$ cat src/rtl/coprocessor_fetch.sv
// rtl/coprocessor_fetch.sv - streams LEN RAM words from a PIO base address into a buffered valid/ready stream
// Optional bound check enabled by defining COPROC_FETCH_BOUND_EN.
module coprocessor_fetch #(
  parameter int ADDR_W     = 15,
  parameter int DATA_W     = 32,
  parameter int LEN_W      = 16,
  parameter int FIFO_DEPTH = 4
) (
  input  logic              clk,
  input  logic              reset_n,
  input  logic [ADDR_W-1:0] addr_in,
  input  logic [LEN_W-1:0]  len_in,
  input  logic              start_in,
  output logic [ADDR_W-1:0] mem_address,
  output logic              mem_read,
  input  logic [DATA_W-1:0] mem_readdata,
  output logic [DATA_W-1:0] out_data,
  output logic              out_valid,
  input  logic              out_ready,
  output logic              busy,
  output logic              done,
  output logic              error
);

  localparam int PTR_W = $clog2(FIFO_DEPTH);
  localparam int CNT_W = PTR_W + 1;
  localparam logic [CNT_W-1:0] DEPTH_C = CNT_W'(FIFO_DEPTH);

  typedef enum logic [1:0] {S_IDLE, S_FETCH, S_DRAIN} state_t;

  state_t             state, state_n;
  logic [ADDR_W-1:0]  cur_addr, cur_addr_n;
  logic [LEN_W-1:0]   remaining, remaining_n;
  logic               start_q, inflight;
  logic               done_q, done_n, err_q, err_n;
  logic [DATA_W-1:0]  fifo_mem [FIFO_DEPTH];
  logic [PTR_W-1:0]   wr_ptr, rd_ptr;
  logic [CNT_W-1:0]   fifo_count;
  logic               start_edge, issue, push, pop, bound_bad;

  assign start_edge = start_in & ~start_q;
  assign push       = inflight;
  assign pop        = out_valid & out_ready;

  // A read already in flight owns a FIFO slot; pops this cycle are not credited.
  assign issue = (state == S_FETCH) && (remaining != '0) &&
                 ((fifo_count + CNT_W'(inflight)) < DEPTH_C);

`ifdef COPROC_FETCH_BOUND_EN
  localparam int SUM_W = ADDR_W + LEN_W + 1;
  logic [SUM_W-1:0] end_addr;
  assign end_addr  = SUM_W'(addr_in) + SUM_W'(len_in);
  assign bound_bad = end_addr > (SUM_W'(1) << ADDR_W);
`else
  assign bound_bad = 1'b0;
`endif

  always_ff @(posedge clk or negedge reset_n) begin
    if (!reset_n) begin
      state     <= S_IDLE;
      cur_addr  <= '0;
      remaining <= '0;
      done_q    <= 1'b0;
      err_q     <= 1'b0;
    end else begin
      state     <= state_n;
      cur_addr  <= cur_addr_n;
      remaining <= remaining_n;
      done_q    <= done_n;
      err_q     <= err_n;
    end
  end

  always_comb begin
    state_n     = state;
    cur_addr_n  = cur_addr;
    remaining_n = remaining;
    done_n      = 1'b0;
    err_n       = err_q;
    case (state)
      S_IDLE: begin
        if (start_edge) begin
          err_n = 1'b0;
          if (bound_bad) begin
            err_n  = 1'b1;
            done_n = 1'b1;
          end else if (len_in == '0) begin
            done_n = 1'b1;
          end else begin
            cur_addr_n  = addr_in;
            remaining_n = len_in;
            state_n     = S_FETCH;
          end
        end
      end
      S_FETCH: begin
        if (issue) begin
          cur_addr_n  = cur_addr + ADDR_W'(1);
          remaining_n = remaining - LEN_W'(1);
          if (remaining == LEN_W'(1)) state_n = S_DRAIN;
        end
      end
      S_DRAIN: begin
        if (!inflight && (fifo_count == '0)) begin
          state_n = S_IDLE;
          done_n  = 1'b1;
        end
      end
      default: state_n = S_IDLE;
    endcase
  end

  always_ff @(posedge clk or negedge reset_n) begin
    if (!reset_n) begin
      start_q    <= 1'b0;
      inflight   <= 1'b0;
      wr_ptr     <= '0;
      rd_ptr     <= '0;
      fifo_count <= '0;
    end else begin
      start_q  <= start_in;
      inflight <= issue;
      if (push) wr_ptr <= wr_ptr + PTR_W'(1);
      if (pop)  rd_ptr <= rd_ptr + PTR_W'(1);
      case ({push, pop})
        2'b10:   fifo_count <= fifo_count + CNT_W'(1);
        2'b01:   fifo_count <= fifo_count - CNT_W'(1);
        default: fifo_count <= fifo_count;
      endcase
    end
  end

  always_ff @(posedge clk) begin
    if (push) fifo_mem[wr_ptr] <= mem_readdata;
  end

  assign mem_read    = issue;
  assign mem_address = cur_addr;
  assign out_valid   = (fifo_count != '0);
  assign out_data    = out_valid ? fifo_mem[rd_ptr] : '0;
  assign busy        = (state != S_IDLE);
  assign done        = done_q;
  assign error       = err_q;

endmodule

$ cat config.mk
export PLATFORM = sky130hd
export DESIGN_NAME = coprocessor_fetch
export DESIGN_NICKNAME = d
export VERILOG_FILES = /design/src/rtl/coprocessor_fetch.sv
export SDC_FILE = /design/constraint.sdc
export NUM_CORES = 1
export LEC_CHECK = 0
export BUFFER_PORTS_ARGS = -buffer_cell sky130_fd_sc_hd__buf_4
export CAP_MARGIN = 20
export CORE_ASPECT_RATIO = 1.4
export CORE_MARGIN = 5
export CORE_UTILIZATION = 45
export DETAILED_ROUTE_END_ITERATION = 10
export PLACE_DENSITY = 0.66
export REMOVE_ABC_BUFFERS = 1
export SLEW_MARGIN = 20
export SYNTH_ARGS = -nofsm -noshare
export SYNTH_HDL_FRONTEND = slang
export SYNTH_SLANG_ARGS = --single-unit
$ cat constraint.sdc
create_clock -name clk -period 4.2 [get_ports clk]
set_input_delay 0.63 -clock clk [delete_from_list [all_inputs] [get_ports clk]]
set_output_delay 0.63 -clock clk [all_outputs]
set_load 0.01 [all_outputs]
==> results_dict.tcl, run 1 <==
set metrics [dict create \
    max_stage_delay_ns 0.54 \
    worstMarginPinSlew_ns 0.921 \
    synth_common_cells "edfxtp_1 (128), dfrtp_1 (43), nor2_1 (43)" \
    cts_repair_resize_count 0 \
    cts_setup_buffers 0 \
    synthMuxAreaShare_pct 10.0 \
    cp-start-kind "flip-flop" \
    synthArstFlopShare_pct 25.1 \
    fmaxAchievable_mhz 281 \
    crit_slowest_cell "or4_4" \
    seq_area_frac_synth_pct 65.5 \
    crit_family "simple AND/OR/NAND/NOR gates" \
    grt_overflow_total 0 \
    ios 119 \
    path_buf_inv 4 \
    dpl.hpwl_um 10300 \
    track_usage_pct 17.1 \
    clockBufferDepth 2 \
    swShare_pct 32.9 \
    drv_cap 0 \
    utilization_pct 55.2 \
    synthAdderAreaFrac_pct 1.60 \
    syn_avg_cell_area_um2 14.6 \
    ys_ff_latch 171 \
    hold_path_class "in -> async" \
    clk_latency_ns 0.42 \
    die_h_um 163 \
    yosysWarnings 0 \
    area_delta_synth_final_pct 22.1 \
    core-area_um2 16600 \
    pwr-share-clk_pct 23.9 \
    h-tree-depth 4 \
    synth-simple-area-share_pct 9.87 \
    cts.sinks 171 \
    hold_viol 0 \
    p_comb_share_pct 35.6 \
    synthCells 514 \
    synth_top_family_by_area "multiplexers" \
    drv_slew 0 \
    antenna_found_initial 0 \
    cts_tree "done" \
    rows 56 \
    antenna_left 0 \
    fin_setup_tns_ns 0 \
    grt_pass1_wl_um 26100 \
    path_class "reg -> out" \
    wl_per_cell_um 19.0 \
    wl_um 15900 \
    status "finished clean" \
    finalNetCount 700 \
    drc_errors 0 \
    synthFlopType "edfxtp_1" \
    synth_area_leaders "edfxtp_1 (51%), dfrtp_1 (14%), mux4_2 (9.6%), and2_1 (3.2%), o22a_1 (2.2%)" \
    cp_cell_sequence "inv_1, ha_1, or3b_1, or4_4, o21ai_2, buf_4, inv_2, buf_4" \
    grt_pass1_vias 5008 \
    synth_edf_count 128 \
    switchingPower_w 0.00219 \
    power_density_nw_per_um2 726 \
    final_area_um2 9170 \
    rsz0062_at_grt "no" \
    grt_max_degree 44 \
    required_ns 3.57 \
    seq_power_share_pct 40.5 \
    cts-root-buf "clkbuf_16" \
    fillers 1355 \
    cp.arrival_ns 2.93 \
    first_pass_iters 5 \
    synth.most_common_cell "edfxtp_1" \
    dieArea_um2 19400 \
    p_int_w 0.00447 \
    synth_xor_area_share_pct 0.817 \
    yosys.area.top_type "edfxtp_1" \
    setup_viol_count_final 0 \
    leakage_nw 3.37 \
    post-route-period-util_pct 84.7 \
    routed-via-count 4797 \
    cts_made_buffers 17 \
    clk_pin_slew_ns 0.07 \
    worstPathMaxFanout 31 \
    synth.distinct_cells 51 \
    vdd_drop_max_uv 324 \
    floorplan.initialDensity_pct 45.2 \
    endpoint_kind "primary output" \
    post_dp_cell_area_um2 8560 \
    diodes 0 \
    slew_headroom_pct 38.6 \
    synth_top_cell_area_share_pct 51.2 \
    syn_area_um2 7510 \
    cpMostUsedCell "buf_4" \
    place_congestion 0.894 \
    fin_crit_ns 3.56 \
    holdBufCountCts 0 \
    portBuffers 117 \
    chipWidth_um 119 \
    final_layout_size_suffix_gt1_share_pct 31.7 \
    drt-initial-drc-count 487 \
    vias_per_cell 5.71 \
    finClkSkew_ns 0.0118 \
    synth_compound_gate_area_share_pct 9.32 \
]
[cell usage in the layout, fill, tap and decap left out, types with 4 or more instances in the layout]
master       n
a21oi_1     32
a22oi_1      6
a2bb2oi_1    6
a31oi_1     21
and2_1      35
and2_2       4
and3_1       4
buf_4      126
clkbuf_16   17
dfrtp_1     42
edfxtp_1   128
ha_1         8
inv_1       13
inv_6        4
mux4_2      32
nand2_1     12
nand4_1      5
nor2_1      43
nor3_1       5
nor4_1       7
o21ai_0      8
o22a_1      19
or3_1        4
xor2_1       4
[cell families (layout without fill, tap and decap cells)]
kind of cell,after synthesis,after routing
multiplexers,35,35
flip-flops,171,171
XOR/XNOR,7,7
AND/OR/NAND/NOR,137,137
buffers and inverters,49,172
other,1,1
adder cells (fa/ha/maj),9,9
AO/OA/AOI/OAI,105,105
[final timing paths]
check	startpoint	to	slack (ns)	cells after the start
hold reg to reg	rd_ptr[0]$_DFFE_PN0N_	rd_ptr[0]$_DFFE_PN0N_	0.48	1
hold / removal	reset_n	mem_address[8]$_DFFE_PN0P_	0.21	1
min in group clk	start_in	start_q$_DFF_PN0_	0.32	1
setup / recovery	remaining[0]$_DFFE_PN0P_	mem_read	0.64	8
setup reg to reg	remaining[0]$_DFFE_PN0P_	remaining[15]$_DFFE_PN0P_	1.31	8
max in group asynchronous	reset_n	rd_ptr[0]$_DFFE_PN0N_	3.57	1
[power by group through the flow]
stage	sequential (W)	clock, W	combinational [W]
6_report	0.00270	0.00159	0.00237
2_1_floorplan	0.00274	0	0.00134
5_1_grt	0.00275	0.00170	0.00261
3_3_place_gp	0.00269	0	0.00240
4_1_cts	0.00270	0.00163	0.00243
3_5_place_dp	0.00273	0	0.00243
[layout make-up]
class                      instances  area, um2  share of cell area, %
multi-input combinational        294       2390                   26.1
sequential                       171       4920                   53.7
clock inverter                    14        176                   1.92
inverter                          14       52.6                  0.573
clock buffer                      18        429                   4.68
timing repair buffer             126        946                   10.3
tap                              203        254                   2.77
[routing by layer]
layer | up-vias | wire (um) | GRT usage [%]
li1 | 2202 | - | -
met1 | 2400 | 6710 | 21.8
met2 | 179 | 8110 | 28.4
met3 | 16 | 916 | 4.45
met4 | 0 | 198 | 6.06
met5 | - | 0 | 0
[sequential cells by signal, summed over array words and instances (netlist names)]
| name | flops |
|---|---|
| state | 2 |
| start_q | 1 |
| fifo_mem | 128 |
| wr_ptr | 2 |
| remaining | 16 |
| mem_address | 15 |
| done | 1 |
| rd_ptr | 2 |
| fifo_count | 3 |
| inflight | 1 |
[metrics by stage]
stage	worst slack (ns)	hold slack [ns]	total power (W)	std cells
6_report	0.641	0.210	0.00666	840
5_1_grt	0.496	0.249	0.00706	840
4_1_cts	0.617	0.212	0.00676	840
3_5_place_dp	1.09	0.472	0.00515	808
3_3_place_gp	1.16	0.464	0.00509	808
2_1_floorplan	0.980	0.334	0.00408	479
Note: power is estimated with default switching activity, not from simulation.
==> run 2, diff against run 1 <==
clock period = 3.7 ns   (was 4.2 ns; I/O delays follow)
==> run 2 against run 1 <==
Compared with the run above:
- final area grew 0.29%
- wire length grew 1.4%
- core utilization grew 0.16 points
- sequential cell count is the same
- combinational power grew 14%
- worst setup slack lost 0.28 ns
- register-to-register slack lost 0.41 ns
- clock skew is essentially flat
- non-clock buffer count grew 3
- clock-buffer cell count is the same
- final cell count grew 0.36%
- die area is the same
==> results_dict.tcl, run 2 (synthesis gave the netlist of run 1 again) <==
set metrics [dict create \
    status "finished clean" \
    core-area_um2 16600 \
    portBuffers 117 \
    grt_max_degree 57 \
    cts_made_buffers 17 \
    rr_worst_depth 9 \
    drv_cap 0 \
    vias_per_cell 5.63 \
    routed-via-count 4744 \
    drv_slew 0 \
    slew_headroom_pct 37.9 \
    antenna_left 0 \
    path_buf_inv 4 \
    first_pass_iters 4 \
    largest_reg_flops 128 \
    max_stage_delay_ns 0.54 \
    grt_overflow_total 0 \
    finClkSkew_ns 0.0117 \
    path_class "reg -> out" \
    dieArea_um2 19400 \
    hold_viol 0 \
    die_h_um 163 \
    grt_pass1_wl_um 26200 \
    floorplan.initialDensity_pct 45.2 \
    clockBufferDepth 2 \
    wl_per_cell_um 19.2 \
    leakage_nw 3.38 \
    area_delta_synth_final_pct 22.4 \
    rsz0062_at_grt "no" \
    chipWidth_um 119 \
    antenna_found_initial 0 \
    grt_pass1_vias 5078 \
    rows 56 \
    holdBufCountCts 0 \
    most-common-layout-cells "edfxtp_1 (128), buf_4 (127), nor2_1 (43)" \
    dp.cells 810 \
    drt-initial-drc-count 309 \
    worstMarginPinSlew_ns 0.931 \
    worstPathMaxFanout 15 \
    fin_crit_ns 3.34 \
    crit_slowest_cell "or4_4" \
    vdd_drop_max_uv 395 \
    reg2reg_from "remaining[0]$_DFFE_PN0P_" \
    fin_setup_tns_ns 0 \
    cpMostUsedCell "buf_4" \
    ios 119 \
    clk_pin_slew_ns 0.07 \
    cts-root-buf "clkbuf_16" \
    cp.arrival_ns 2.78 \
    place_congestion 0.850 \
    setup_viol_count_final 0 \
    endpoint_kind "primary output" \
    cts_repair_resize_count 0 \
    post-route-period-util_pct 90.2 \
    finalNetCount 703 \
    cts.sinks 171 \
    regMostFlops "fifo_mem" \
    wl_um 16200 \
    finalPower_w 0.00756 \
    drc_errors 0 \
    diodes 0 \
    crit_family "simple AND/OR/NAND/NOR gates" \
    clk_latency_ns 0.42 \
    layout.cells.non_filler 843 \
    track_usage_pct 17.2 \
    cts_tree "done" \
    r2r_end "mem_address[11]$_DFFE_PN0P_" \
    final_layout_size_suffix_gt1_share_pct 32.0 \
    layout_commonest_cell "edfxtp_1" \
    required_ns 3.14 \
    cp_cell_sequence "inv_1, ha_1, or3b_1, or4_4, o21ai_2, buf_4, inv_2, buf_4" \
    setup.worst_path.start "remaining[0]$_DFFE_PN0P_" \
    fmaxAchievable_mhz 300 \
    power_density_nw_per_um2 822 \
    cp-start-kind "flip-flop" \
    h-tree-depth 4 \
    hold_path_class "in -> async" \
    cts_setup_buffers 0 \
    dpl.hpwl_um 10800 \
    rrSetupSlack_ns 0.90 \
]
run 2: cell type report:
cell class                      count  area, um2
Fill cell                        1364       7410
Inverter                           14       52.6
Sequential cell                   171       4920
Tap cell                          203        254
Timing Repair Buffer              129        993
Clock buffer                       18        429
Multi-Input combinational cell    294       2390
Clock inverter                     14        155
run 2: per-stage QoR:
stage	utilization, %	cell area, um2	hold WS [ns]	worst slack [ns]
floorplan	-	7350	0.259	0.480
global placement	51.7	8590	0.498	0.895
detailed placement	51.7	8590	0.515	0.828
CTS	55.2	9170	0.133	0.349
global route	55.4	9190	0.166	0.253
finish	55.4	9190	0.125	0.364
run 2: per-layer routing:
| metal | share of wire, % | GRT usage (%) | vias to the layer above | wire length, um |
|---|---|---|---|---|
| met5 | 0 | 0 | - | 0 |
| met4 | 1.7 | 5.85 | 0 | 281 |
| met3 | 5.5 | 4.52 | 23 | 881 |
| met2 | 52 | 30.4 | 147 | 8350 |
| met1 | 41 | 20.3 | 2363 | 6640 |
| li1 | - | - | 2211 | - |
run 2: how the worst max path moves through the flow:
stage / to / slack (ns) / cells past startpoint
6_report: mem_read / 0.36 / 8
5_1_grt: mem_read / 0.25 / 8
4_1_cts: mem_read / 0.35 / 8
3_5_place_dp: mem_read / 0.83 / 8
3_3_place_gp: mem_read / 0.89 / 8
2_1_floorplan: mem_address[1]$_DFFE_PN0P_ / 0.48 / 7
run 2: worst reg2reg max path, stage by stage, from the launching register on:
cell and delay (ns):
dfrtp_1 0.42, inv_1 0.11, ha_1 0.24, or3b_1 0.45, or4_4 0.54, o21ai_2 0.16, buf_4 0.24, and2_1 0.17
buf_4 0.22, o22a_1 0.18
run 2: where the power goes:
part	internal (W)	switching [W]
Clock	0.000958	0.000787
Sequential	0.00268	0.000418
Combinational	0.00140	0.00132
==> run 3, diff against run 2 <==
CAP_MARGIN = 30   (was 20)
CORE_ASPECT_RATIO = 0.75   (was 1.4)
==> run 3 against run 2 <==
Compared with the run above:
- wire length is 0.72% lower
- core utilization is 1.4 points higher
- fmax is 0.87% lower
- clock skew hardly changed
- clock power is 3% higher
- die area hardly changed
- register-to-register slack worse by 0.18 ns
- final cell count is 0.36% higher
- final area hardly changed
- largest cell class unchanged
- largest power group unchanged
==> results_dict.tcl, run 3 (synthesis gave the netlist of run 1 again) <==
set metrics [dict create \
    status "finished clean" \
    grt_pass1_wl_um 26200 \
    pwr-share-clk_pct 23.7 \
    r2r_end "mem_address[1]$_DFFE_PN0P_" \
    rsz0062_at_grt "no" \
    top_layer_used "met4" \
    rows 40 \
    wl_um 16000 \
    drv_cap 0 \
    core-area_um2 16200 \
    post-route-period-util_pct 90.9 \
    largest_reg_flops 128 \
    cp.arrival_ns 2.81 \
    seq_power_share_pct 40.9 \
    fmaxAchievable_mhz 297 \
    grt_overflow_total 0 \
    clk_latency_ns 0.42 \
    drv_slew 0 \
    switchingPower_w 0.00247 \
    p_comb_share_pct 35.4 \
    cp-start-kind "flip-flop" \
    setup_ws_ns 0.335 \
    cts_repair_resize_count 0 \
    endpoint_kind "primary output" \
    worstMarginPinSlew_ns 0.913 \
    grt_max_degree 44 \
    wl_met2_um 7830 \
    chipWidth_um 159 \
    most-common-layout-cells "edfxtp_1 (128), buf_4 (122), nor2_1 (43)" \
    vdd_drop_max_uv 334 \
    drc_errors 0 \
    finalPower_w 0.00761 \
    wl_met1_um 7220 \
    finClkSkew_ns 0.0115 \
    final_layout_size_suffix_gt1_share_pct 31.8 \
    wl_met3_um 740 \
    cts_tree "done" \
    fin_setup_tns_ns 0 \
    cts-root-buf "clkbuf_16" \
    worstPathMaxFanout 8 \
    antenna_found_initial 0 \
    portBuffers 117 \
    holdBufCountCts 0 \
    routed-via-count 4726 \
    finalNetCount 699 \
    track_usage_pct 17.0 \
    pre_cts_ws_ns 0.738 \
    dpl.hpwl_um 10300 \
    first_pass_iters 4 \
    rrSetupSlack_ns 0.72 \
    antenna_left 0 \
    dieArea_um2 19400 \
    leakage_nw 3.38 \
    floorplan.initialDensity_pct 46.3 \
    area_delta_synth_final_pct 22.5 \
    clk_pin_slew_ns 0.07 \
    hold_path_class "in -> async" \
    post_dp_cell_area_um2 8600 \
    layout_commonest_cell "edfxtp_1" \
    final_area_um2 9200 \
    p_int_w 0.00514 \
    reg2reg_from "remaining[0]$_DFFE_PN0P_" \
    drt-initial-drc-count 367 \
    grt_pass1_vias 5063 \
    cts_setup_buffers 0 \
    wl_per_cell_um 19.0 \
    rr_worst_depth 9 \
    regMostFlops "fifo_mem" \
    clockBufferDepth 2 \
    cts.sinks 171 \
    power_density_nw_per_um2 828 \
    fin_crit_ns 3.37 \
    utilization_pct 56.7 \
    hold_viol 0 \
    swShare_pct 32.4 \
    cts_made_buffers 17 \
    diodes 0 \
    place_congestion 0.838 \
    setup_viol_count_final 0 \
    required_ns 3.14 \
    slew_headroom_pct 39.1 \
    vias_per_cell 5.59 \
    h-tree-depth 4 \
    ios 119 \
    die_h_um 122 \
    path_class "reg -> out" \
]
[run 3: cell types whose count changed in the layout (fill, tap and decap cells not counted), sizes merged]
cell,delta
buf,-4
inv,-5
bufinv,+2
clkinv,+4
clkinvlp,-1
[run 3: worst max-delay path, stage by stage, from the launching register on]
cell,delay (ns)
dfrtp_1,0.42
inv_1,0.11
ha_1,0.22
or3b_1,0.43
or4_4,0.54
o21ai_2,0.40
inv_2,0.11
buf_4,0.16
[run 3: power by group through the flow]
stage / sequential, W / combinational (W) / clock, W
after floorplan: 0.00311 / 0.00152 / 0
after global placement: 0.00313 / 0.00270 / 0
after detailed placement: 0.00316 / 0.00275 / 0
after CTS: 0.00313 / 0.00276 / 0.00184
after global routing: 0.00320 / 0.00295 / 0.00193
final: 0.00312 / 0.00269 / 0.00180
[run 3: metal layers]
metal,vias to the layer above,GRT usage (%)
li1,2199,-
met4,0,5.81
met2,116,27.1
met3,23,4.16
met1,2388,23.2
met5,-,0
[run 3: layout make-up]
cell class / instances / area, um2
Timing Repair Buffer: 125 / 976
Clock inverter: 14 / 169
Sequential cell: 171 / 4920
Clock buffer: 18 / 429
Inverter: 14 / 52.6
Fill cell: 1310 / 7020
Multi-Input combinational cell: 294 / 2390
Tap cell: 210 / 263
[run 3: worst max path at each step]
stage / from / endpoint / cells past startpoint
2_1_floorplan: remaining[0]$_DFFE_PN0P_ / mem_address[1]$_DFFE_PN0P_ / 7
3_3_place_gp: remaining[0]$_DFFE_PN0P_ / mem_address[1]$_DFFE_PN0P_ / 9
3_5_place_dp: remaining[0]$_DFFE_PN0P_ / mem_address[1]$_DFFE_PN0P_ / 9
4_1_cts: remaining[0]$_DFFE_PN0P_ / mem_read / 7
5_1_grt: remaining[0]$_DFFE_PN0P_ / mem_read / 7
6_report: remaining[0]$_DFFE_PN0P_ / mem_read / 7
[run 3: through the flow]
step | hold WS, ns | instances
6_report | 0.123 | 846
5_1_grt | 0.168 | 846
4_1_cts | 0.145 | 846
3_5_place_dp | 0.500 | 814
3_3_place_gp | 0.496 | 813
2_1_floorplan | 0.259 | 479
